--- config.mk ---
export PLATFORM = sky130hd
export DESIGN_NAME = pc_unit
export DESIGN_NICKNAME = d
export VERILOG_FILES = /design/src/rtl/pc_unit.sv
export SDC_FILE = /design/constraint.sdc
export NUM_CORES = 1
export LEC_CHECK = 0
export ABC_AREA = 1
export CORE_MARGIN = 4
export CORE_UTILIZATION = 59
export DETAILED_ROUTE_END_ITERATION = 8
export PLACE_DENSITY = 0.95
export SLEW_MARGIN = 10
export SYNTH_ARGS = -nofsm -noshare
export SYNTH_HDL_FRONTEND = slang
export SYNTH_SLANG_ARGS = --single-unit
--- constraint.sdc ---
create_clock -name clk -period 6.61 [get_ports clk]
set_clock_uncertainty 0.05 [all_clocks]
set_input_delay 1.322 -clock clk [delete_from_list [all_inputs] [get_ports clk]]
set_output_delay 1.322 -clock clk [all_outputs]
set_load 0.01 [all_outputs]
--- src/rtl/pc_unit.sv ---
// pc_unit: registered program counter with stall, conditional branch,
// pseudo-direct jump, register jump and call/return through a circular
// return-address stack.
//
// Ports:
//   clk            rising-edge clock
//   reset          synchronous active-high reset
//   stall          hold PC, RAS and misalign_err for this cycle
//   branch_taken   take branch to pc_plus4 + (branch_offset << 2)
//   branch_offset  sign-extended word offset
//   jump           pseudo-direct jump {pc_plus4[top], jump_index, 2'b00}
//   jump_index     26-bit jump word index
//   jr             jump to jr_target (low two bits cleared)
//   jr_target      register jump target, also the fallback for ret on empty RAS
//   call           push pc_plus4 when the selected source is jump or jr
//   ret            pop RAS and jump to the popped address
//   PC             current program counter
//   pc_plus4       PC + 4 (combinational)
//   ras_empty      RAS holds no entries
//   ras_full       RAS holds RAS_DEPTH entries
//   misalign_err   one-cycle flag: last jr/ret target had nonzero bits [1:0]
module pc_unit #(
   parameter int unsigned           INST_WIDTH = 32,
   parameter logic [INST_WIDTH-1:0] RESET_ADDR = '0,
   parameter int unsigned           RAS_DEPTH  = 4
) (
   input  logic                  clk,
   input  logic                  reset,
   input  logic                  stall,
   input  logic                  branch_taken,
   input  logic [INST_WIDTH-1:0] branch_offset,
   input  logic                  jump,
   input  logic [25:0]           jump_index,
   input  logic                  jr,
   input  logic [INST_WIDTH-1:0] jr_target,
   input  logic                  call,
   input  logic                  ret,
   output logic [INST_WIDTH-1:0] PC,
   output logic [INST_WIDTH-1:0] pc_plus4,
   output logic                  ras_empty,
   output logic                  ras_full,
   output logic                  misalign_err
);

   localparam int unsigned PTR_W = $clog2(RAS_DEPTH);
   localparam int unsigned CNT_W = $clog2(RAS_DEPTH + 1);
   localparam logic [CNT_W-1:0]      CNT_FULL   = CNT_W'(RAS_DEPTH);
   // Bits below 28 come from the jump index; bits above come from pc_plus4.
   localparam logic [INST_WIDTH-1:0] LOW28_MASK = INST_WIDTH'(28'hFFF_FFFF);

   typedef enum logic [2:0] {
      SRC_SEQ,
      SRC_BRANCH,
      SRC_JUMP,
      SRC_JR,
      SRC_RET
   } src_t;

   logic [INST_WIDTH-1:0] pc_q;
   logic [INST_WIDTH-1:0] ras_mem [RAS_DEPTH];
   logic [PTR_W-1:0]      top_ptr;
   logic [CNT_W-1:0]      count;
   logic                  misalign_q;

   src_t                  src;
   logic [INST_WIDTH-1:0] ras_top;
   logic [INST_WIDTH-1:0] raw_target;
   logic [INST_WIDTH-1:0] jump_target;
   logic [INST_WIDTH-1:0] branch_target;
   logic [INST_WIDTH-1:0] next_pc;
   logic                  ras_nonempty;
   logic                  indirect;
   logic                  do_push;
   logic                  do_pop;
   logic                  do_replace;
   logic                  ras_we;
   logic [PTR_W-1:0]      ras_waddr;

   assign PC           = pc_q;
   assign pc_plus4     = pc_q + INST_WIDTH'(4);
   assign ras_empty    = (count == '0);
   assign ras_full     = (count == CNT_FULL);
   assign misalign_err = misalign_q;
   assign ras_nonempty = (count != '0);
   assign ras_top      = ras_mem[top_ptr];

   // Next-PC source selection and target computation
   always_comb begin
      src = SRC_SEQ;
      if (ret)
         src = SRC_RET;
      else if (jr)
         src = SRC_JR;
      else if (jump)
         src = SRC_JUMP;
      else if (branch_taken)
         src = SRC_BRANCH;

      jump_target   = (pc_plus4 & ~LOW28_MASK) | INST_WIDTH'({jump_index, 2'b00});
      branch_target = pc_plus4 + (branch_offset << 2);

      // ret on an empty stack falls back to the register target
      raw_target = jr_target;
      if ((src == SRC_RET) && ras_nonempty)
         raw_target = ras_top;

      indirect = (src == SRC_RET) || (src == SRC_JR);

      case (src)
         SRC_RET,
         SRC_JR:     next_pc = {raw_target[INST_WIDTH-1:2], 2'b00};
         SRC_JUMP:   next_pc = jump_target;
         SRC_BRANCH: next_pc = branch_target;
         default:    next_pc = pc_plus4;
      endcase
   end

   // RAS update decisions
   always_comb begin
      do_push    = call && ((src == SRC_JUMP) || (src == SRC_JR));
      do_pop     = (src == SRC_RET) && !call && ras_nonempty;
      // call+ret rewrites the top slot in place; when empty that slot is
      // stale, so writing it there and setting count to 1 is equivalent
      // to a push
      do_replace = (src == SRC_RET) && call;
      ras_we     = !reset && !stall && (do_push || do_replace);
      ras_waddr  = do_replace ? top_ptr : top_ptr + PTR_W'(1);
   end

   always_ff @(posedge clk) begin
      if (reset) begin
         pc_q       <= RESET_ADDR;
         top_ptr    <= '0;
         count      <= '0;
         misalign_q <= 1'b0;
      end else if (!stall) begin
         pc_q       <= next_pc;
         misalign_q <= indirect && (raw_target[1:0] != 2'b00);
         if (do_push) begin
            top_ptr <= top_ptr + PTR_W'(1);
            if (count != CNT_FULL)
               count <= count + CNT_W'(1);
         end else if (do_pop) begin
            top_ptr <= top_ptr - PTR_W'(1);
            count   <= count - CNT_W'(1);
         end else if (do_replace && !ras_nonempty) begin
            count <= CNT_W'(1);
         end
      end
   end

   // Stack storage carries no reset: count alone decides what is readable
   always_ff @(posedge clk) begin
      if (ras_we)
         ras_mem[ras_waddr] <= pc_plus4;
   end

endmodule

Word-level counts from Yosys, hierarchy flattened
Memories as Yosys holds them, arrays and structs flattened. A register that Yosys moved wholly into a read port is not among the register bits.
Cells that the tools add are included.
- add/subtract/negate cells: 6
- equal/unequal tests: 7
- multiplexer cells: 17
- bitwise logic cells: 2
- reductions and logical operators: 24
- operator list (operator ; number):
    $pmux 32 s3 ; 1
    $add 32x3->32 const B ; 1
    $add 32x32->32 ; 1
    $mux 32 ; 1
    $or 32x28->32 ; 1
    $mux 3 ; 5
    $mux 2 ; 7
    $logic_and 1x1->1 ; 9
    $eq 3x2->1 const B ; 2
    $eq 3x3->1 const B ; 2
    $reduce_bool 3->1 ; 2
    $logic_not 1->1 ; 4
    $reduce_bool 2->1 ; 2
    $add 3x1->3 const B ; 1
    $eq 3x1->1 const B ; 1
    $logic_not 3->1 ; 1
    $logic_or 1x1->1 ; 3
    $mux 1 ; 3
    $ne 3x3->1 const B ; 1
    $reduce_and 3->1 ; 1
    $sub 3x1->3 const B ; 1
    $add 2x1->2 const B ; 1
    $ne 2x1->1 const B ; 1
    $reduce_and 2->1 ; 1
    other kinds (3) ; 3
- bits in registers: 38
- bits in writable memories: 128
- input bits: 98
- logic and storage cells: 61
- memories: 1
- memories (memory ; words ; width ; read ports ; clocked after Yosys merged registers in ; write ports ; line ; source):
    ras_mem ; 4 ; 32 ; 1 ; 1 ; 1 ; 60 ; logic [INST_WIDTH-1:0] ras_mem [RAS_DEPTH];

Longest topological paths before layout
- depth after elaboration: 11
- depth in mapped cells: 24

Worst setup path before layout
No wires, ideal clock.
- path kind: input-to-reg
- start point: input port stall
- end point: memory ras_mem[0][10], enable pin
- arrival: 3463 ps
- data required time: 6133 ps
- slack: 2669 ps
- cell stages on the path: 6
- cell sequence: inv_1 -> buf_2 -> nand2_1 -> nor3_1 -> nand2_1 -> a21oi_1
- cells in the longest elaborated chain, start to end: 5
- RTL lines (item ; line ; source):
    start, declared ; 29 ; input logic stall,
    $logic_not 1->1 ; n/a ;
    $logic_and 1x1->1 (2 in a row) ; 126 ; ras_we = !reset && !stall && (do_push || do_replace);
    $mux 1 ; 154 ; if (ras_we)
    $mux 1 (not written as such) ; 155 ; ras_mem[ras_waddr] <= pc_plus4;
    end, declared ; 60 ;
Every way passes these cells.

Worst setup path in the final report
- start point: register pc_q[2], in the netlist PC[2]
- end point: output port pc_plus4[20]
- cells in the longest elaborated chain, start to end: 1
- RTL lines (item ; line ; source):
    start, declared ; 59 ; logic [INST_WIDTH-1:0] pc_q;
    start signal, assigned ; 137 ; pc_q <= next_pc;
    $add 32x3->32 ; 80 ; assign pc_plus4 = pc_q + INST_WIDTH'(4);
    end, declared ; 39 ; output logic [INST_WIDTH-1:0] pc_plus4,
Every way passes these cells.

==> flow_summary.toml <==
[setup_path]
critPathArrivalTime_ns = 3.17
cpMostUsedCell = "nand3_1"
path_max_fanout = 7
critPathLaunch = "PC[2]$_SDFFE_PP0N_"
cp-start-kind = "flop"
cp_cell_sequence = "ha_1, nand3_1, inv_2, nand2_2, nor2_4, nand3_1, xor2_1, clkdlybuf4s50_1"
critPathMaxStageDelay_ns = 0.68
required_ns = 5.24
path_delay_family = "buffers and inverters"
endpoint = "pc_plus4[20]"
r2r-start = "PC[8]$_SDFFE_PP0N_"
cpMaxStageDelayCell = "clkdlybuf4s50_1"
r2r_end = "PC[21]$_SDFFE_PP0N_"
r2r_cells = 14
r2r_setup_slack_ns = 2.70
critPathKind = "reg2out"
endpoint_kind = "output pin"
cp_num_buf_inv = 2
cp.depth = 8

[clock_network]
cts.clk_slew.worst_paths_ns = 0.07
cts_setup_buffers = 0
cts_hold_buf = 0
root_buffer = "clkbuf_16"
post_cts_resized = 0
worstSkewPairLatency_ns = 0.42
cts_tree = "yes"
numClockSinks = 158
htree_num_levels = 4
cts_inserted_buffers = 17
cts_buffer_depth = 2

[pwr]
power_density_nw_per_um2 = 227
p_leak_nw = 5.27
peakVddDrop_v = 0.000211

[grt]
grt_pass1_wl_mm = 52.2
grt.total_usage = 0.342
antenna_found_initial = 0
grt_pass1_vias = 9938
grt_overflow = 0
grt_start_max_net_pins = 62

[placement]
pre_cts_ws_ns = 2.38
place_congestion = 1.01
dp_hpwl_mm = 24.2
numPortBuffers = 158

[synth]
syn_inst = 1349
ys_warn_count = 0
yosysSeqAreaShare = 0.432
yosysTopAreaCellShare = 0.357
syn_avg_cell_area_um2 = 7.49
synth_cell_types = 43
synth.area.top_cells = "edfxtp_1, nand2_1, dfxtp_1"
syn_area_um2 = 10100
ys_ff_latch = 158
yosysTopAreaCell = "edfxtp_1"

[floorplanning]
die_w_um = 139
fp.dieH_um = 139
io-pin-count = 165
initial_core_util = 0.605
die_area_um2 = 19300
core_um2 = 16700
fp-row-count = 47

[timing]
maxSlewHeadroom = 0.301
final-setup-viol-count = 0
hold_slack_ns = 0.466
period_minus_slack_ns = 4.54
worst_slew_pin_slew_ns = 1.04
fin_ws_ns = 2.07
timing.final.hold_violations = 0
fin_crit_sh = 0.687
tns_ns = 0
slew_violations = 0
rsz0062_at_grt = "no"
fmax_mhz = 220

[worst_hold_path]
hp-class = "reg2reg"

[job]
drv_cap = 0

[outcome]
status = "finished clean"

[detailed_routing]
vias = 10300
viasPerCell = 5.98
drtAntennaViolNets = 0
drt_iter0_drc = 1355
drc = 0
wl_per_cell_um = 19.7
wirelength_mm = 33.9
dr.pass1.iters = 6

[finish]
seqCellArea_um2 = 4360
final_net_count = 1627
drive_above_1_share = 0.0526
antenna_cells = 0
n_fill_cell = 1212
multi_input_area_um2 = 4900
syn_to_final_growth_pct = 22.7
## metrics by stage
| stage | power (mW) | area, µm² | utilization | std cells |
|---|---|---|---|---|
| final | 2.81 | 12400 | 0.742 | 1722 |
| after global routing | 2.91 | 12400 | 0.742 | 1722 |
| after CTS | 2.79 | 12400 | 0.742 | 1722 |
| after detailed placement | 1.80 | 11800 | 0.706 | 1690 |
| after global placement | 1.78 | 11800 | 0.706 | 1690 |
| after floorplan | 1.54 | 10100 | - | 1352 |
## layout make-up
| class | instances | share of cell area |
|---|---|---|
| inverter | 167 | 0.0506 |
| clock inverter | 14 | 0.0137 |
| clock buffer | 18 | 0.0346 |
| multi-input combinational | 980 | 0.395 |
| timing repair buffer | 165 | 0.132 |
| sequential | 158 | 0.352 |
| tap | 220 | 0.0222 |
## Yosys cell counts, drive strengths merged
cell and n:
xnor2 9, conb 1, and2 3, or2 10, xor2 10, nand3 89
a22oi 1, dfxtp 38, inv 167, a31oi 4, o41ai 1, nor2 184
ha 39, nor3 16, nand4 12, o31ai 5, buf 28, a32oi 1
o221ai 10, and3 1, a41oi 3, o211ai 22, o21ai 106, fa 1
a21o 2, o21bai 3, nand3b 2, edfxtp 120, clkbuf 19, nor3b 1
o21a 2, a21oi 75, nand2 364
## cells in the final DEF (no fill, tap or decap), types with 12 or more instances in the layout
cell and n:
clkbuf_16 17, nand2_1 357, nand3_1 89, ha_1 39
o21ai_0 101, nor2_1 170, nand4_1 12, o211ai_1 22
a21oi_1 72, inv_1 162, nor3_1 15, dfxtp_1 38
edfxtp_1 120, clkdlybuf4s50_1 158
## per-layer routing
layer	GRT usage	up-vias	routed length, µm
met1	0.433	4670	12200
met4	0.146	0	1450
li1	-	4735	-
met2	0.572	762	16100
met3	0.0690	135	4120
met5	0	-	0
## cells by family (layout without fill, tap and decap cells)
kind of cell / count (synthesis) / count (layout) / share of synthesized area
flip-flops: 158 / 158 / 0.432
AO/OA/AOI/OAI: 235 / 235 / 0.132
other: 1 / 4 / 0.000371
AND/OR/NAND/NOR: 682 / 682 / 0.283
buffers and inverters: 214 / 364 / 0.0852
adder cells (fa/ha/maj): 40 / 40 / 0.0503
XOR/XNOR: 19 / 19 / 0.0165
## worst min path at each step
| stage | slack (ns) | cells past startpoint | endpoint | startpoint |
|---|---|---|---|---|
| 2_1_floorplan | 0.42 | 2 | count[1]$_SDFFE_PP0P_ | count[1]$_SDFFE_PP0P_ |
| 3_3_place_gp | 0.42 | 2 | misalign_err$_SDFFE_PP0N_ | misalign_err$_SDFFE_PP0N_ |
| 3_5_place_dp | 0.45 | 2 | misalign_err$_SDFFE_PP0N_ | misalign_err$_SDFFE_PP0N_ |
| 4_1_cts | 0.46 | 2 | misalign_err$_SDFFE_PP0N_ | misalign_err$_SDFFE_PP0N_ |
| 5_1_grt | 0.50 | 2 | misalign_err$_SDFFE_PP0N_ | misalign_err$_SDFFE_PP0N_ |
| 6_report | 0.47 | 2 | misalign_err$_SDFFE_PP0N_ | misalign_err$_SDFFE_PP0N_ |
## sequential cells by signal (all words and copies together) (netlist names), named ones only
name and flops:
ras_mem 120, PC 30, misalign_err 1, top_ptr 2, count 3
## tightest hold or removal path, cell delays in order, from the launching register on
cell and delay, ns:
dfxtp_1 0.32, nand3_1 0.08, o41ai_1 0.06
## report_power, final
| group | switching (mW) | total (mW) | internal (mW) | leakage (nW) |
|---|---|---|---|---|
| combinational | 0.416 | 0.667 | 0.251 | 3.56 |
| sequential | 0.0345 | 1.14 | 1.11 | 1.42 |
| clock | 0.427 | 0.999 | 0.571 | 0.288 |
Note: power is estimated with default switching activity, not from simulation.
